**config.mk**
```make
export PLATFORM = sky130hd
export DESIGN_NAME = uart_rx_gen
export DESIGN_NICKNAME = d
export VERILOG_FILES = /design/src/rtl/uart_pkg.sv /design/src/rtl/uart_rx_sampler.sv /design/src/rtl/uart_rx_gen.sv
export SDC_FILE = /design/constraint.sdc
export NUM_CORES = 1
export LEC_CHECK = 0
export BUFFER_PORTS_ARGS = -buffer_cell sky130_fd_sc_hd__clkbuf_2
export CAP_MARGIN = 20
export CELL_PAD_IN_SITES_DETAIL_PLACEMENT = 1
export CELL_PAD_IN_SITES_GLOBAL_PLACEMENT = 1
export CORE_MARGIN = 2
export CORE_UTILIZATION = 40
export DETAILED_ROUTE_END_ITERATION = 12
export GPL_TIMING_DRIVEN = 0
export MAX_ROUTING_LAYER = met4
export PLACE_DENSITY_LB_ADDON = 0.3
export SYNTH_ARGS = -nofsm -noshare
export SYNTH_HDL_FRONTEND = slang
export SYNTH_SLANG_ARGS = --single-unit
```
**constraint.sdc**
```tcl
create_clock -name CLK -period 4.6 [get_ports CLK]
set_clock_uncertainty 0.2 [all_clocks]
set_input_delay 0.23 -clock CLK [delete_from_list [all_inputs] [get_ports CLK]]
set_output_delay 0.23 -clock CLK [all_outputs]
set_load 0.1 [all_outputs]
```
**src/rtl/uart_pkg.sv**
```systemverilog
// uart_pkg: definitions shared by the UART receiver files.
//   ST_*           FSM state encoding for uart_rx_gen
//   PRESCALE_*     the oversampling ratios the receiver supports
//   presc_t        width that holds any supported ratio (up to 32)
//   norm_prescale  maps a raw ratio to a supported one; anything unsupported becomes 8
package uart_pkg;

  localparam logic [2:0] ST_IDLE   = 3'd0;
  localparam logic [2:0] ST_START  = 3'd1;
  localparam logic [2:0] ST_DATA   = 3'd2;
  localparam logic [2:0] ST_PARITY = 3'd3;
  localparam logic [2:0] ST_STOP   = 3'd4;

  localparam int PRESCALE_8  = 8;
  localparam int PRESCALE_16 = 16;
  localparam int PRESCALE_32 = 32;

  typedef logic [5:0] presc_t;

  function automatic presc_t norm_prescale(input logic [31:0] raw);
    if (raw == 32'(PRESCALE_16)) return presc_t'(PRESCALE_16);
    if (raw == 32'(PRESCALE_32)) return presc_t'(PRESCALE_32);
    return presc_t'(PRESCALE_8);
  endfunction

endpackage

```
**src/rtl/uart_rx_sampler.sv**
```systemverilog
// uart_rx_sampler: per-bit timing for the UART receiver.
//   clk, rst_b  clock, synchronous active-low reset
//   run         high while a frame is in progress; the edge counter is held at 0 otherwise
//   rx          serial line
//   presc       latched oversampling ratio P
//   bit_val     majority of the three samples taken around the bit centre
//   bit_done    high on the last cycle of a bit period (edge counter = P-1)
module uart_rx_sampler
  import uart_pkg::*;
(
  input  logic   clk,
  input  logic   rst_b,
  input  logic   run,
  input  logic   rx,
  input  presc_t presc,
  output logic   bit_val,
  output logic   bit_done
);

  presc_t     edge_cnt;
  presc_t     half;
  logic [2:0] samp;

  assign half = presc >> 1;

  always_ff @(posedge clk) begin
    if (!rst_b) begin
      edge_cnt <= '0;
      samp     <= '0;
    end else if (!run) begin
      edge_cnt <= '0;
    end else begin
      if (edge_cnt == presc - 6'd1) edge_cnt <= '0;
      else                          edge_cnt <= edge_cnt + 6'd1;
      if (edge_cnt == half - 6'd1) samp[0] <= rx;
      if (edge_cnt == half)        samp[1] <= rx;
      if (edge_cnt == half + 6'd1) samp[2] <= rx;
    end
  end

  // All three samples have been captured well before edge_cnt reaches P-1.
  assign bit_done = run && (edge_cnt == presc - 6'd1);
  assign bit_val  = (samp[0] & samp[1]) | (samp[0] & samp[2]) | (samp[1] & samp[2]);

endmodule

```
**src/rtl/uart_rx_gen.sv**
```systemverilog
// uart_rx_gen: oversampling UART receiver with optional parity and one or two stop bits.
//   CLK, RST        clock, synchronous active-low reset
//   RX_IN           serial line, idle high, already synchronous to CLK
//   Prescale        oversampling ratio (8/16/32; anything else runs as 8)
//   PAR_EN/PAR_TYP  parity present / odd parity
//   STOP2           two stop bits
//   P_DATA          last good word, held between DATA_VLD pulses
//   DATA_VLD, parity_error, framing_error  one-cycle pulses at frame evaluation
//
// state     | meaning
// ----------+-------------------------------------------------------------
// ST_IDLE   | line idle, waiting for a low; configuration latched on exit
// ST_START  | start bit; a high majority means a glitch, so go back to idle
// ST_DATA   | DATA_WIDTH data bits, LSB first
// ST_PARITY | parity bit (only when parity is enabled)
// ST_STOP   | one or two stop bits; the frame is evaluated on the last one
module uart_rx_gen
  import uart_pkg::*;
#(
  parameter int DATA_WIDTH = 8,
  parameter int PRESCALE_W = 6
) (
  input  logic                  CLK,
  input  logic                  RST,
  input  logic                  RX_IN,
  input  logic [PRESCALE_W-1:0] Prescale,
  input  logic                  PAR_EN,
  input  logic                  PAR_TYP,
  input  logic                  STOP2,
  output logic [DATA_WIDTH-1:0] P_DATA,
  output logic                  DATA_VLD,
  output logic                  parity_error,
  output logic                  framing_error
);

  logic [2:0]            state;
  logic [3:0]            bit_cnt;
  logic [DATA_WIDTH-1:0] data_sr;
  logic                  par_bit;
  logic                  stop_cnt;
  logic                  stop_err;
  presc_t                presc_q;
  logic                  par_en_q;
  logic                  par_typ_q;
  logic                  stop2_q;
  logic                  run;
  logic                  bit_val;
  logic                  bit_done;
  logic                  stop_bad;
  logic                  par_bad;

  assign run = (state != ST_IDLE);

  uart_rx_sampler u_sampler (
    .clk      (CLK),
    .rst_b    (RST),
    .run      (run),
    .rx       (RX_IN),
    .presc    (presc_q),
    .bit_val  (bit_val),
    .bit_done (bit_done)
  );

  // stop_err carries a bad first stop bit over to the second one.
  assign stop_bad = stop_err | ~bit_val;
  assign par_bad  = par_en_q & (par_bit != ((^data_sr) ^ par_typ_q));

  always_ff @(posedge CLK) begin
    if (!RST) begin
      state         <= ST_IDLE;
      bit_cnt       <= '0;
      data_sr       <= '0;
      par_bit       <= 1'b0;
      stop_cnt      <= 1'b0;
      stop_err      <= 1'b0;
      presc_q       <= presc_t'(PRESCALE_8);
      par_en_q      <= 1'b0;
      par_typ_q     <= 1'b0;
      stop2_q       <= 1'b0;
      P_DATA        <= '0;
      DATA_VLD      <= 1'b0;
      parity_error  <= 1'b0;
      framing_error <= 1'b0;
    end else begin
      DATA_VLD      <= 1'b0;
      parity_error  <= 1'b0;
      framing_error <= 1'b0;
      case (state)
        ST_IDLE: begin
          if (!RX_IN) begin
            state     <= ST_START;
            presc_q   <= norm_prescale(32'(Prescale));
            par_en_q  <= PAR_EN;
            par_typ_q <= PAR_TYP;
            stop2_q   <= STOP2;
            bit_cnt   <= '0;
            stop_cnt  <= 1'b0;
            stop_err  <= 1'b0;
          end
        end
        ST_START: begin
          if (bit_done) state <= bit_val ? ST_IDLE : ST_DATA;
        end
        ST_DATA: begin
          if (bit_done) begin
            data_sr <= {bit_val, data_sr[DATA_WIDTH-1:1]};
            if (bit_cnt == 4'(DATA_WIDTH - 1)) begin
              bit_cnt <= '0;
              state   <= par_en_q ? ST_PARITY : ST_STOP;
            end else begin
              bit_cnt <= bit_cnt + 4'd1;
            end
          end
        end
        ST_PARITY: begin
          if (bit_done) begin
            par_bit <= bit_val;
            state   <= ST_STOP;
          end
        end
        ST_STOP: begin
          if (bit_done) begin
            if (stop2_q && !stop_cnt) begin
              stop_cnt <= 1'b1;
              stop_err <= stop_bad;
            end else begin
              stop_cnt      <= 1'b0;
              state         <= ST_IDLE;
              parity_error  <= par_bad;
              framing_error <= stop_bad;
              if (!stop_bad && !par_bad) begin
                P_DATA   <= data_sr;
                DATA_VLD <= 1'b1;
              end
            end
          end
        end
        default: state <= ST_IDLE;
      endcase
    end
  end

endmodule

```
* After elaboration in Yosys (flattened, before gate mapping) *
Cells that the tools add are included.

storage, ports and cells
  flip-flop bits (word level) = 47
  bits of input ports = 12
  output and inout port bits = 11
  logic and storage cells = 117

cells by class
  add/subtract/negate cells = 5
  equal/unequal tests = 20
  multiplexer cells = 35
  bitwise logic cells = 15
  reductions and logical operators = 24

operators with widths
  kind                                              count
  2-to-1 mux 3 bit                                  8
  2-to-1 mux 6 bit                                  4
  == test 6 bit                                     3
  inequality test 2 bit, second input constant      8
  2-to-1 mux 1 bit                                  15
  case mux 3 bit (5 select lines)                   1
  2-to-1 mux 4 bit                                  3
  AND reduction 2 bit                               6
  case mux 4 bit (2 select lines)                   1
  AND reduction 4 bit                               2
  XOR reduction 8 bit                               1
  NOT 1 bit                                         7
  AND reduction 7 bit                               1
  adder 5 x 1 -> 6 bit, second input constant       1
  adder 6 x 1 -> 6 bit, second input constant       1
  == test 3 x 2 -> 1 bit, second input constant     2
  == test 6 x 5 -> 1 bit                            1
  == test 6 x 5 -> 1 bit, second input constant     1
  == test 6 bit, second input constant              1
  AND reduction 3 bit                               2
  subtractor 5 x 1 -> 6 bit, second input constant  1
  subtractor 6 x 1 -> 6 bit, second input constant  1
  adder 4 x 1 -> 4 bit, second input constant       1
  bitwise AND 1 bit                                 4
  15 further kinds                                  23

* Longest topological paths before layout *
  depth after elaboration = 11
  gate-level depth with buffers = 8
  depth with buffers taken out = 7

* Hierarchy *
A second synthesis with hierarchy kept.

unflattened totals
  cells, all modules = 291
  area total of the unflattened synthesis = 2464.9 sq um

by module, submodules not included
  module           times used  cells each  area each (sq um)  seq. area each (sq um)
  uart_rx_gen      1           191         1610.3             700.7
  uart_rx_sampler  1           100         854.6              180.2

* Worst setup path before layout *
Ideal clock, no wire load.

  kind = reg-to-reg
  start = register presc_q[3]
  end = register P_DATA[0]
  library setup time = 133 ps
  data arrival time = 1860 ps
  data required time = 4267 ps
  path slack = 2407 ps
  stages on the path, launching flop included = 8
  path buffers = 1
  clock period less this slack = 2193 ps
  cells stage by stage = dfxtp_1 > inv_1 > ha_1 > xor3_1 > nor4_2 > buf_4 > o2111ai_4 > mux2i_1

between the ends
  word-level cells in the longest chain between the ends = 4

ends and longest elaborated chain
  what                           RTL line               text
  start: declaration             uart_rx_gen.sv:42      presc_t presc_q;
  start signal: assignment       uart_rx_gen.sv:76      presc_q <= presc_t'(PRESCALE_8);
  start signal: assignment       uart_rx_gen.sv:92      presc_q <= norm_prescale(32'(Prescale));
  subtractor 6 x 1 -> 6 bit      uart_rx_sampler.sv:42  assign bit_done = run && (edge_cnt == presc - 6'd1);
  == test 6 bit                  uart_rx_sampler.sv:42
  logical AND 1 bit              uart_rx_sampler.sv:42
  AND reduction 4 bit (no line)  --
  end signal: assignment         uart_rx_gen.sv:132     P_DATA <= data_sr;
  end: declaration               uart_rx_gen.sv:30      output logic [DATA_WIDTH-1:0] P_DATA,

Every way passes these cells.
A chain may end at the register's enable or synchronous reset.

* Final worst setup path *
  start = register presc_q[3]
  end = register P_DATA[4]

The elaborated chain is that of the path after synthesis.

==> metrics.txt <==
worst min-delay path category=in2reg; worst-case headroom to the max-slew limit=59.7%; layout overhead on the synthesized area=14.8%; leakage power total=1.03 nW; final setup violation count=0; clock buffers created by TritonCTS=5; count of maximum capacitance violations=0; Synth warnings=0; via count of the first global-routing pass=1891; routed wire length on met2=2.61 mm; Max Slew Vio Count=0; syn_nets=268; count of buffers inserted at the top-level ports=21; Final Util=48.1%; element type at the critical path end=flip-flop; measured slew at the worst slew-check pin=0.605 ns; Site Rows=26; Die Y=77.6 um; Routability Congestion=0.780; crit-path max FO=10; CTS sink count=44; Overall Power=0.000916 W; HPWL reported at the end of detailed placement=3.93 mm; launching point of the worst reg2reg path=presc_q[3]$_SDFFE_PN1P_; I/O pins=23; period utilization=56.0%; core box area=5170 um2; top sig layer=met4; ratio of cells with drive above 1 in the final layout=13.4%; antenna diode instance count=0; count of TritonRoute iterations in the first routing pass=4; Sum Neg Setup Slack=0 ns; Power per Cell Area=368 nW/um2; clock slew at reported path FFs=0.09 ns; DRC viols=0; total met3 wirelength after detailed routing=151 um; Total Nets Final=299; average size of a mapped cell=8.63 um2; wire length per cell after detailed routing=15.1 um; number of antenna violations at the first check in global routing=0; post-cts gate resize count=0; Antenna Violating Nets Remaining=0; clock root buffer=clkbuf_8; critical path type=reg2reg; run status=completed; part of the Yosys area used for sequential elements=40.7%; Initial Util=41.9%; pin count of the biggest net entering global routing=15; most used flip-flop cell after synthesis=dfxtp_1; setup slack, reg-to-reg=2.03 ns; Mapped Area=2170 um2; fraction of synthesis flops using an asynchronous set or reset pin=0%; Achievable Freq=389 MHz; commonest non-fill, non-tap cell in the layout=nand2_1; Cell variety after synth=42; post-detailed-route via-to-cell ratio=5.21; global route overflow=0; Met1 Wirelength=2.50 mm; count of endpoints failing hold in the final timing report=0; Clock Tree Buf Depth=2; via count=1839; DRT iter0 DRCs=136; Total GRT Usage=20.3%; launching element of the worst setup path=presc_q[3]$_SDFFE_PN1P_; Gate Count Post-Synth=251; area enclosed by the die boundary=6020 um2; total length of routed wires=5.34 mm; clock insertion delay at the later pin of the skew report=0.31 ns; wire length of the first global-routing pass=9.48 mm; type of origin of the critical path=flip-flop; critical path arrival=2.60 ns; worst hold start=Prescale[4]; chip width=77.6 um; Post-synth EDFFs=0; count of H-tree levels built during CTS=2; commonest non-fill, non-tap cells in the layout=nand2_1 (45), dfxtp_1 (44), clkbuf_2 (21); number of flip-flops and latches in the synthesized netlist=44; Tmin final=2.57 ns; setup repair after global routing missed its margin=false; Worst Path Required=4.63 ns; TritonCTS clock tree=done; worst supply voltage drop on vdd=0.147 mV
==> power breakdown <==
| part | leakage (nW) | switching [W] | internal, W |
|---|---|---|---|
| Clock | 0.0434 | 0.000148 | 0.000122 |
| Sequential | 0.355 | 0.0000159 | 0.000399 |
| Combinational | 0.628 | 0.000144 | 0.0000870 |
==> cell usage after synthesis (2+ instances only) <==
cell type | count | share of area [%]
xor2_1 | 9 | 3.6
and3_1 | 2 | 0.58
a22oi_1 | 2 | 0.69
or3_1 | 3 | 0.87
nor4_1 | 2 | 0.58
dfxtp_1 | 44 | 41
nand4b_1 | 4 | 1.6
ha_1 | 5 | 2.9
nand2_1 | 45 | 7.8
nand3b_1 | 2 | 0.69
nor2_1 | 20 | 3.5
nor3_1 | 5 | 1.2
o21ai_0 | 2 | 0.46
inv_1 | 9 | 1.6
nand4_1 | 2 | 0.58
xnor2_1 | 11 | 4.4
nand3_1 | 13 | 3.0
nor2b_1 | 2 | 0.58
a21oi_1 | 19 | 4.4
clkbuf_1 | 11 | 1.9
mux2i_1 | 15 | 6.9
nor3b_1 | 2 | 0.69
buf_2 | 3 | 0.69
==> final cells by class <==
class / count / area, um2
sequential: 44 / 881
multi-input combinational: 183 / 1190
timing repair buffer: 24 / 135
clock inverter: 2 / 15.0
inverter: 9 / 33.8
fill: 640 / 2690
tap: 70 / 87.6
buffer: 15 / 63.8
clock buffer: 6 / 82.6
==> critical path: stages (launching register included) <==
cell and delay [ns]:
dfxtp_1 0.45, inv_1 0.07, ha_1 0.24, xor3_1 0.38, nor4_2 0.33, buf_4 0.27, o2111ai_4 0.27, mux2i_1 0.28
==> state kept, by name (all words and copies together) (netlist names), 3 cells and up <==
signal / count
data_sr: 8
state: 3
P_DATA: 8
presc_q: 3
u_sampler.edge_cnt: 6
bit_cnt: 4
u_sampler.samp: 3
==> through the flow <==
stage	std cells	hold slack [ns]	instance area (um2)	setup slack, ns
6_report	353	0.0177	2490	2.03
2_1_floorplan	251	0.166	2170	2.41
3_5_place_dp	342	0.252	2360	2.01
3_3_place_gp	342	0.245	2360	2.11
4_1_cts	353	0.00954	2490	2.00
5_1_grt	353	0.0437	2490	1.85
==> final timing paths <==
path / end / cells past startpoint
worst max register to register: P_DATA[4]$_SDFFE_PN0P_ / 7
worst min register to register: P_DATA[7]$_SDFFE_PN0P_ / 2
worst min-delay path: presc_q[4]$_SDFFE_PN0P_ / 3
worst max-delay path: P_DATA[4]$_SDFFE_PN0P_ / 7
==> what timing repair did <==
action / in CTS / in global routing
hold buffers: 3 / 0
endpoints found under the hold margin: 3 / 0
setup buffers: 0 / 0
==> layer usage <==
layer	vias up	track usage (%)
met4	0	7.14
met1	899	25.1
met3	7	3.72
met5	-	-
li1	909	-
met2	24	33.3
==> kinds of logic after synthesis <==
kind of cell,share of synthesized area (%)
AOI/OAI and AO/OA,10.5
xor gates and xnor gates,11.0
adders and majority gates,3.35
buffers and inverters,4.51
DFF,40.7
muxes,6.93
and+or+nand+nor,23.1
Power figures use the tool's default switching activity.
